$ cat src/rtl/kgp_pkg.sv
// kgp_pkg: definitions shared by the KGP-RISC fetch stage and its IF/ID register.
//   fetch_state_t    : fetch FSM state encoding
//   INSTR_W          : instruction width
//   NOP_INSTR        : word that decode treats as a NOP (all control signals zero)
//   RESET_PC_DEFAULT : default first fetch address after reset
package kgp_pkg;

  localparam int INSTR_W = 32;
  localparam logic [INSTR_W-1:0] NOP_INSTR = '0;
  localparam logic [31:0] RESET_PC_DEFAULT = 32'h0000_0000;

  typedef enum logic [1:0] {
    FETCH = 2'd0,
    HOLD  = 2'd1,
    DRAIN = 2'd2
  } fetch_state_t;

endpackage

$ cat src/rtl/if_id_reg.sv
// if_id_reg: IF/ID pipeline register.
// The flush input has priority over load. When neither is asserted, the register holds.
// A flush clears the instruction and the valid flag. It keeps pc and pc4 at their last values.
//   clk, reset_n            : clock and synchronous active-low reset
//   load, flush             : capture a new word / insert a bubble
//   load_instr, load_pc     : word and its address to capture on load
//   if_id_instr/pc/pc4/valid: register contents presented to decode
module if_id_reg
  import kgp_pkg::*;
#(
  parameter logic [31:0] PC_STEP = 32'd4
) (
  input  logic               clk,
  input  logic               reset_n,
  input  logic               load,
  input  logic               flush,
  input  logic [INSTR_W-1:0] load_instr,
  input  logic [31:0]        load_pc,
  output logic [INSTR_W-1:0] if_id_instr,
  output logic [31:0]        if_id_pc,
  output logic [31:0]        if_id_pc4,
  output logic               if_id_valid
);

  always_ff @(posedge clk) begin
    if (!reset_n) begin
      if_id_instr <= NOP_INSTR;
      if_id_pc    <= '0;
      if_id_pc4   <= '0;
      if_id_valid <= 1'b0;
    end else if (flush) begin
      if_id_instr <= NOP_INSTR;
      if_id_valid <= 1'b0;
    end else if (load) begin
      if_id_instr <= load_instr;
      if_id_pc    <= load_pc;
      if_id_pc4   <= load_pc + PC_STEP;
      if_id_valid <= 1'b1;
    end
  end

endmodule

$ cat src/rtl/fetch_stage.sv
// fetch_stage: instruction-fetch stage of the KGP-RISC pipeline.
// It holds the PC, drives the imem request handshake, and fills IF/ID.
//
//   state | meaning
//   FETCH | request outstanding at fetch_pc; accepted words go to IF/ID
//   HOLD  | decode stalled, accepted word parked in skid; no request issued
//   DRAIN | wrong-path request still outstanding; redirect_pc waits for it
//
// Ports:
//   clk, reset_n            : clock and synchronous active-low reset
//   stall, pcsrc, target_pc : hazard hold and branch/jump redirect
//   imem_req/addr/ready/rdata : instruction memory handshake
//   if_id_instr/pc/pc4/valid  : IF/ID register outputs
module fetch_stage
  import kgp_pkg::*;
#(
  parameter logic [31:0] RESET_PC = RESET_PC_DEFAULT,
  parameter logic [31:0] PC_STEP  = 32'd4
) (
  input  logic               clk,
  input  logic               reset_n,
  input  logic               stall,
  input  logic               pcsrc,
  input  logic [31:0]        target_pc,
  output logic               imem_req,
  output logic [31:0]        imem_addr,
  input  logic               imem_ready,
  input  logic [INSTR_W-1:0] imem_rdata,
  output logic [INSTR_W-1:0] if_id_instr,
  output logic [31:0]        if_id_pc,
  output logic [31:0]        if_id_pc4,
  output logic               if_id_valid
);

  fetch_state_t       state;
  logic [31:0]        fetch_pc;
  logic [31:0]        redirect_pc;
  logic [INSTR_W-1:0] skid_instr;
  logic [31:0]        skid_pc;

  logic               id_load;
  logic               id_flush;
  logic [INSTR_W-1:0] id_instr;
  logic [31:0]        id_pc;

  // The request and the address depend only on registered state.
  // This keeps imem_rdata and stall off the address path.
  assign imem_req  = reset_n && (state != HOLD);
  assign imem_addr = fetch_pc;

  always_ff @(posedge clk) begin
    if (!reset_n) begin
      state       <= FETCH;
      fetch_pc    <= RESET_PC;
      redirect_pc <= '0;
      skid_instr  <= '0;
      skid_pc     <= '0;
    end else begin
      unique case (state)
        FETCH: begin
          if (pcsrc) begin
            if (imem_ready) begin
              fetch_pc <= target_pc;
            end else begin
              // The address must stay put until the wrong-path request completes.
              redirect_pc <= target_pc;
              state       <= DRAIN;
            end
          end else if (imem_ready) begin
            fetch_pc <= fetch_pc + PC_STEP;
            if (stall) begin
              skid_instr <= imem_rdata;
              skid_pc    <= fetch_pc;
              state      <= HOLD;
            end
          end
        end
        HOLD: begin
          if (pcsrc) begin
            fetch_pc <= target_pc;
            state    <= FETCH;
          end else if (!stall) begin
            state <= FETCH;
          end
        end
        DRAIN: begin
          if (imem_ready) begin
            fetch_pc <= pcsrc ? target_pc : redirect_pc;
            state    <= FETCH;
          end else if (pcsrc) begin
            redirect_pc <= target_pc;
          end
        end
        default: state <= FETCH;
      endcase
    end
  end

  // Control for IF/ID. A pcsrc flush always wins, even against stall.
  always_comb begin
    id_load  = 1'b0;
    id_flush = 1'b0;
    id_instr = imem_rdata;
    id_pc    = fetch_pc;
    unique case (state)
      FETCH: begin
        if (pcsrc)           id_flush = 1'b1;
        else if (imem_ready) id_load  = !stall;
        else                 id_flush = !stall;
      end
      HOLD: begin
        id_instr = skid_instr;
        id_pc    = skid_pc;
        if (pcsrc) id_flush = 1'b1;
        else       id_load  = !stall;
      end
      DRAIN:   id_flush = pcsrc || !stall;
      default: id_flush = 1'b1;
    endcase
  end

  if_id_reg #(
    .PC_STEP(PC_STEP)
  ) u_if_id_reg (
    .clk        (clk),
    .reset_n    (reset_n),
    .load       (id_load),
    .flush      (id_flush),
    .load_instr (id_instr),
    .load_pc    (id_pc),
    .if_id_instr(if_id_instr),
    .if_id_pc   (if_id_pc),
    .if_id_pc4  (if_id_pc4),
    .if_id_valid(if_id_valid)
  );

endmodule

$ cat config.mk
export PLATFORM = sky130hd
export DESIGN_NAME = fetch_stage
export DESIGN_NICKNAME = d
export VERILOG_FILES = /design/src/rtl/kgp_pkg.sv /design/src/rtl/if_id_reg.sv /design/src/rtl/fetch_stage.sv
export SDC_FILE = /design/constraint.sdc
export NUM_CORES = 1
export LEC_CHECK = 0
export CORE_ASPECT_RATIO = 0.5
export CORE_MARGIN = 4
export CORE_UTILIZATION = 41
export DETAILED_ROUTE_END_ITERATION = 6
export PLACE_DENSITY = 0.67
export SLEW_MARGIN = 30
export SYNTH_ARGS = -nofsm -noshare
export SYNTH_HDL_FRONTEND = slang
export SYNTH_HIERARCHICAL = 1
export SYNTH_SLANG_ARGS = --single-unit
$ cat constraint.sdc
create_clock -name clk -period 3.28 [get_ports clk]
set_input_delay 0.656 -clock clk [delete_from_list [all_inputs] [get_ports clk]]
set_output_delay 0.656 -clock clk [all_outputs]
set_load 0.02 [all_outputs]
==> After elaboration in Yosys (flattened, before gate mapping) <==
Index checks and enable logic that the tools add are counted.
Widths: inputs -> output; s select.
{ "totals": {"regBits": 227, "in_bits": 69, "out_inout_bits": 130, "word_cells": 68} }
{ "op_classes": {"addsub": 2, "n_eq_ne": 13, "mux": 29, "bitwise_logic": 3, "reduce_logical": 12} }
{ "ops": {"columns": ["op", "n"], "rows": [
  ["$mux 32", 11],
  ["$pmux 32 s3", 1],
  ["$add 32x3->32 const B", 2],
  ["$pmux 32 s2", 1],
  ["$mux 2", 7],
  ["$ne 2x2->1 const B", 6],
  ["$ne 3x3->1 const B", 4],
  ["$reduce_and 4->1", 3],
  ["$mux 1", 6],
  ["$pmux 2 s3", 1],
  ["$reduce_and 5->1", 1],
  ["$not 1->1", 3],
  ["$pmux 1 s3", 1],
  ["$reduce_bool 3->1", 1],
  ["$eq 2x1->1 const B", 1],
  ["$eq 2x2->1 const B", 1],
  ["$logic_not 2->1", 1],
  ["$ne 2x1->1 const B", 1],
  ["$pmux 1 s2", 1],
  ["$reduce_and 2->1", 1],
  ["$reduce_bool 2->1", 1],
  ["$reduce_or 2->1", 1],
  ["$logic_and 1x1->1", 1],
  ["$logic_not 1->1", 1],
  ["$logic_or 1x1->1", 1]
]} }

==> Depth between registers and ports, before layout <==
{ "depth": {"depth_word": 6, "depth_mapped": 13, "mapped_depth_nobuf": 10} }

==> Cells and area by module <==
The synthesis kept the hierarchy.
{ "by_module_without_submodules": {"columns": ["module", "n_inst", "cells_each", "area_each_um2", "seq_area_each_um2"], "rows": [
  ["fetch_stage", 1, 888, 7076.8, 2602.5],
  ["if_id_reg", 1, 446, 3871.2, 1901.8]
]} }

==> Worst setup path before layout <==
No wires, ideal clock.
{ "synth_path": {"path_type": "flip-flop to flip-flop", "start": "reg state[1]", "end": "reg u_if_id_reg.if_id_pc4[25]", "setup_ns": 0.074, "t_arrival_ns": 2.976, "required_ns": 3.206, "path_slack_ns": 0.229, "path_stages_with_launch": 12, "path_buffers": 4, "period_less_slack_ns": 3.051, "path_cell_list": "dfxtp_1 > inv_1 > ha_1 > clkbuf_1 > clkbuf_1 > buf_1 > mux2_2 > nand4_2 > or3_1 > buf_2 > or4_1 > a31oi_1"} }
{ "synth_between": {"elab_cells_between_ends": 9, "cone_classes": "add/sub (1); eq/ne (2); mux (3); bitwise (1); reduce/logical (2)"} }
{ "synth_rtl": {"columns": ["element", "line", "text"], "rows": [
  ["from (decl)", "fetch_stage.sv:35", "fetch_state_t state;"],
  ["from (signal assigned)", "fetch_stage.sv:53", "state <= FETCH;"],
  ["from (signal assigned)", "fetch_stage.sv:67", "state <= DRAIN;"],
  ["from (signal assigned)", "fetch_stage.sv:74", "state <= HOLD;"],
  ["$eq 2x1->1", "fetch_stage.sv:105", "unique case (state)"],
  ["$mux 32", "fetch_stage.sv:105", null],
  ["via id_pc[18]", "fetch_stage.sv:44", "logic [31:0] id_pc;"],
  ["$add 32x3->32", "if_id_reg.sv:37", "if_id_pc4 <= load_pc + PC_STEP;"],
  ["to (signal assigned)", "if_id_reg.sv:37", null],
  ["to (decl)", "if_id_reg.sv:21", "output logic [31:0] if_id_pc4,"]
]} }
The timed path passes the listed nets, and every way through them passes these cells.
A chain may end at the register's enable or synchronous reset.

==> Worst setup path in the final report <==
{ "layout_path": {"start": "reg state[1]", "end": "out imem_req"} }
{ "layout_between": {"elab_chain_cells": 2} }
{ "layout_rtl": {"columns": ["element", "line", "text"], "rows": [
  ["$ne 2x1->1", "fetch_stage.sv:48", "assign imem_req = reset_n && (state != HOLD);"],
  ["$logic_and 1x1->1", "fetch_stage.sv:48", null],
  ["to (decl)", "fetch_stage.sv:25", "output logic imem_req,"]
]} }
No other way between the ends.

==> impl_results.md <==
- Outcome: finished, final reports clean
- Clk pwr share: 38.6%
- Share of post-route cells with drive strength above 1: 10.81%
- Req. time, crit path: 2.62 ns
- Clock Pin Slew Worst Setup and Hold Paths: 0.06 ns
- Number of top-level pins: 199
- Data arrival time of the critical path: 2.42 ns
- Final worst-path cycle share: 93.78%
- Setup violations, final: 0
- Setup tns final: 0 ns
- Static Leakage: 4.794 nW
- Count of vias placed by the detailed router: 10253
- Post-CTS setup repair buffer count: 0
- Layout Area Growth over Synthesis: 28.85%
- Number of DRC violations after detailed routing: 0
- Input/output buffers: 198
- Count of standard-cell rows: 41
- WP buf/inv: 3
- NetSw: 0.002092 W
- Vias in the first global route: 9610
- Hold Crit Class: reg -> reg
- Detail-routed via count per cell: 5.560
- Average instance area after synthesis: 8.207 µm²
- Per-cell routed wire length: 18.45 µm
- Slew margin rel.: 46.34%
- Number of different library cells in the post-synthesis netlist: 65
- Crit path cell chain: inv_1 -> ha_4 -> buf_4 -> nor2b_1 -> clkdlybuf4s50_1
- Fillcell total: 2346
- Maximum level of the CTS H-tree: 1
- Kind of start point of the critical path: register
- VDD IR max: 0.0003106 V
- Overall fraction of global-route tracks in use: 22.06%
- Detail Route Antenna Nets: 0
- Most frequent cells in the layout: nand2_1 (319), dfxtp_1 (225), clkdlybuf4s50_1 (197), a21oi_1 (91), mux2_2 (62)
- Worst hold margin: 0.4518 ns
- Crit Path Class: reg -> out
- Setup repair after global routing missed its margin: false
- Total congestion overflow after global routing: 0
- Post-cts sizing count: 0
- Number of enable flip-flop cells after synthesis: 0
- Main flop type after synthesis: dfxtp_1
- Number of warnings reported in the yosys synthesis log: 6
- Die Footprint: 29540 µm²
- Largest driver fanout on the critical path: 24
- Crit path capture type: primary output
- Critical Path Slowest Stage Cell: clkdlybuf4s50_1
- Clock buffer depth: 3
- Final net count: 1559
- Wire length of the first global-routing pass: 52750 µm
- Pin count of the biggest net entering global routing: 160
- Initial detailed-routing violation count: 965
- Highest clock rate: 325.1 MHz
- Kind of cell adding the most delay to the critical path: buffers and inverters
- MaxCap Viol Count: 0
- Sequential share of power: 41.7%
- CTS Hold Bufs: 0
- Worst skew pair latency: 0.53 ns
- Synth Cell Area: 10950 µm²
- Detailed-routing iteration count for the pre-antenna-repair pass: 5
- Final Hold Violating Endpoints: 0
- TritonCTS clock tree: yes
- Count of state elements after synthesis: 225
- Footprint of the multi-input gates: 5996 µm²
- Async set-or-reset flop fraction in the synthesized netlist: 0%
- Final setup skew: 0.02651 ns
- Internal power: 0.005169 W
- Sequential element share of the synthesized area: 41.14%
- Core Footprint: 25750 µm²
- Initial antenna violation count: 2
- Die Y: 123.5 µm
- Detailed placer's ending HPWL: 23590 µm
- Number of cells produced by synthesis: 1334
- Post-Syn Nets: 1409
- Total wire length: 34030 µm
- Initial core utilization: 42.51%
- Share of total power in combinational logic: 19.7%
- Count of clock tree sinks: 225
- CTS buffer count: 22
- Routability Congestion: 0.8688
- Delay of the slowest critical-path stage: 0.55 ns
- PwrDens: 514.7 nW/µm²
- Die outline width: 239.1 µm
- Seq. cell area: 4504 µm²
- Max-slew violation count: 0
- Switching part of the total: 28.81%
- Measured slew at the worst slew-check pin: 0.8019 ns
- Leading cell type in the layout, fill and taps excluded: nand2_1
- Min Tclk post-route: 3.076 ns
- CTS root buffer: clkbuf_16
## synth_stat cells (3+ instances only)
library cell / number / share of area (%)
xnor2_1: 10 / 0.80
o211a_1: 3 / 0.27
nand2_1: 319 / 11
a21oi_1: 91 / 4.2
or3_1: 9 / 0.51
nand3_1: 19 / 0.87
nor2b_1: 7 / 0.40
mux2i_1: 42 / 3.8
and2_1: 3 / 0.17
xor2_1: 7 / 0.56
o211ai_1: 7 / 0.48
a21boi_0: 51 / 3.5
and4_1: 8 / 0.64
mux2_2: 62 / 6.4
a22o_1: 3 / 0.24
nor3_1: 17 / 0.78
and3_1: 10 / 0.57
inv_1: 16 / 0.55
a211o_1: 3 / 0.24
ha_1: 6 / 0.69
o31ai_1: 6 / 0.41
buf_1: 9 / 0.31
o21ai_0: 50 / 2.3
clkbuf_1: 87 / 3.0
a211oi_1: 11 / 0.75
o21ai_1: 5 / 0.23
a21boi_1: 47 / 3.2
nand4_1: 22 / 1.3
a41oi_1: 3 / 0.24
nand2b_1: 8 / 0.46
o22ai_1: 5 / 0.29
or4_1: 3 / 0.21
o221a_2: 4 / 0.41
nor2_1: 56 / 1.9
a221oi_1: 5 / 0.40
o31a_1: 4 / 0.32
nor4_1: 12 / 0.69
dfxtp_1: 225 / 41
a221o_1: 3 / 0.27
buf_2: 9 / 0.41
and3b_1: 4 / 0.32
a31oi_1: 14 / 0.80
a22oi_1: 13 / 0.89
o21a_1: 4 / 0.27
nand4_2: 5 / 0.57
## through the flow
step | worst slack, ns | util, % | area, µm² | std cells | total power (W)
floorplan | 0.2295 | - | 10950 | 1334 | 0.003890
global placement | 0.5112 | 51.58 | 13280 | 1803 | 0.004469
detailed placement | 0.3675 | 51.58 | 13280 | 1803 | 0.004487
CTS | 0.03733 | 54.67 | 14080 | 1842 | 0.007300
global route | 0.02070 | 54.78 | 14110 | 1844 | 0.007574
finish | 0.2041 | 54.78 | 14110 | 1844 | 0.007261
## power by group through the flow
stage	registers, W	logic (W)	clock network, W
2_1_floorplan	0.00313	0.000763	0
3_3_place_gp	0.00308	0.00139	0
3_5_place_dp	0.00308	0.00141	0
4_1_cts	0.00302	0.00141	0.00287
5_1_grt	0.00304	0.00154	0.00299
6_report	0.00303	0.00143	0.00280
## cell families (layout without fill, tap and decap cells)
family	after synthesis	in the layout	share of synthesized area, %
AND/OR/NAND/NOR	515	515	21.51
AO/OA/AOI/OAI	343	343	20.59
flip-flops	225	225	41.14
buffers and inverters	124	289	4.491
multiplexers	104	104	10.22
XOR/XNOR	17	17	1.360
adder cells (fa/ha/maj)	6	6	0.6857
other	0	1	0
## cell type report
class                      count  share of cell area (%)
multi-input combinational    985                   42.50
inverter                      16                  0.4258
antenna                        1                 0.01774
timing repair buffer         234                   16.43
sequential                   225                   31.93
clock buffer                  30                   4.550
tap                          344                   3.051
clock inverter                 9                   1.091
## worst paths after layout
path                                    start                         to  slack, ns  cells after the start
worst min register to register  skid_instr[1]              skid_instr[1]       0.45                      2
worst min-delay path            skid_instr[1]              skid_instr[1]       0.45                      2
worst max-delay path                 state[1]                   imem_req       0.20                      5
worst max register to register       state[1]  u_if_id_reg/if_id_pc4[20]       0.22                      8
## flip-flops by register name, summed over array words and instances (netlist names)
name,flops
imem_addr,32
redirect_pc,32
skid_instr,32
skid_pc,32
u_if_id_reg/if_id_instr,32
u_if_id_reg/if_id_pc,32
u_if_id_reg/if_id_pc4,30
state,2
u_if_id_reg/if_id_valid,1
## tightest hold or removal path, cell delays in order (launching register included)
cell and delay [ns]:
dfxtp_1 0.31, nand2_1 0.05, a21boi_1 0.05
## metal layers
layer  track usage (%)  routed length [µm]  vias up
met2             35.36               15820      358
li1                  -                   -     4976
met5                 0                   7        -
met3             4.301                2319       58
met4             5.904                 755        2
met1             30.69               15120     4859
No activity file was read; power rests on OpenSTA's default activity.
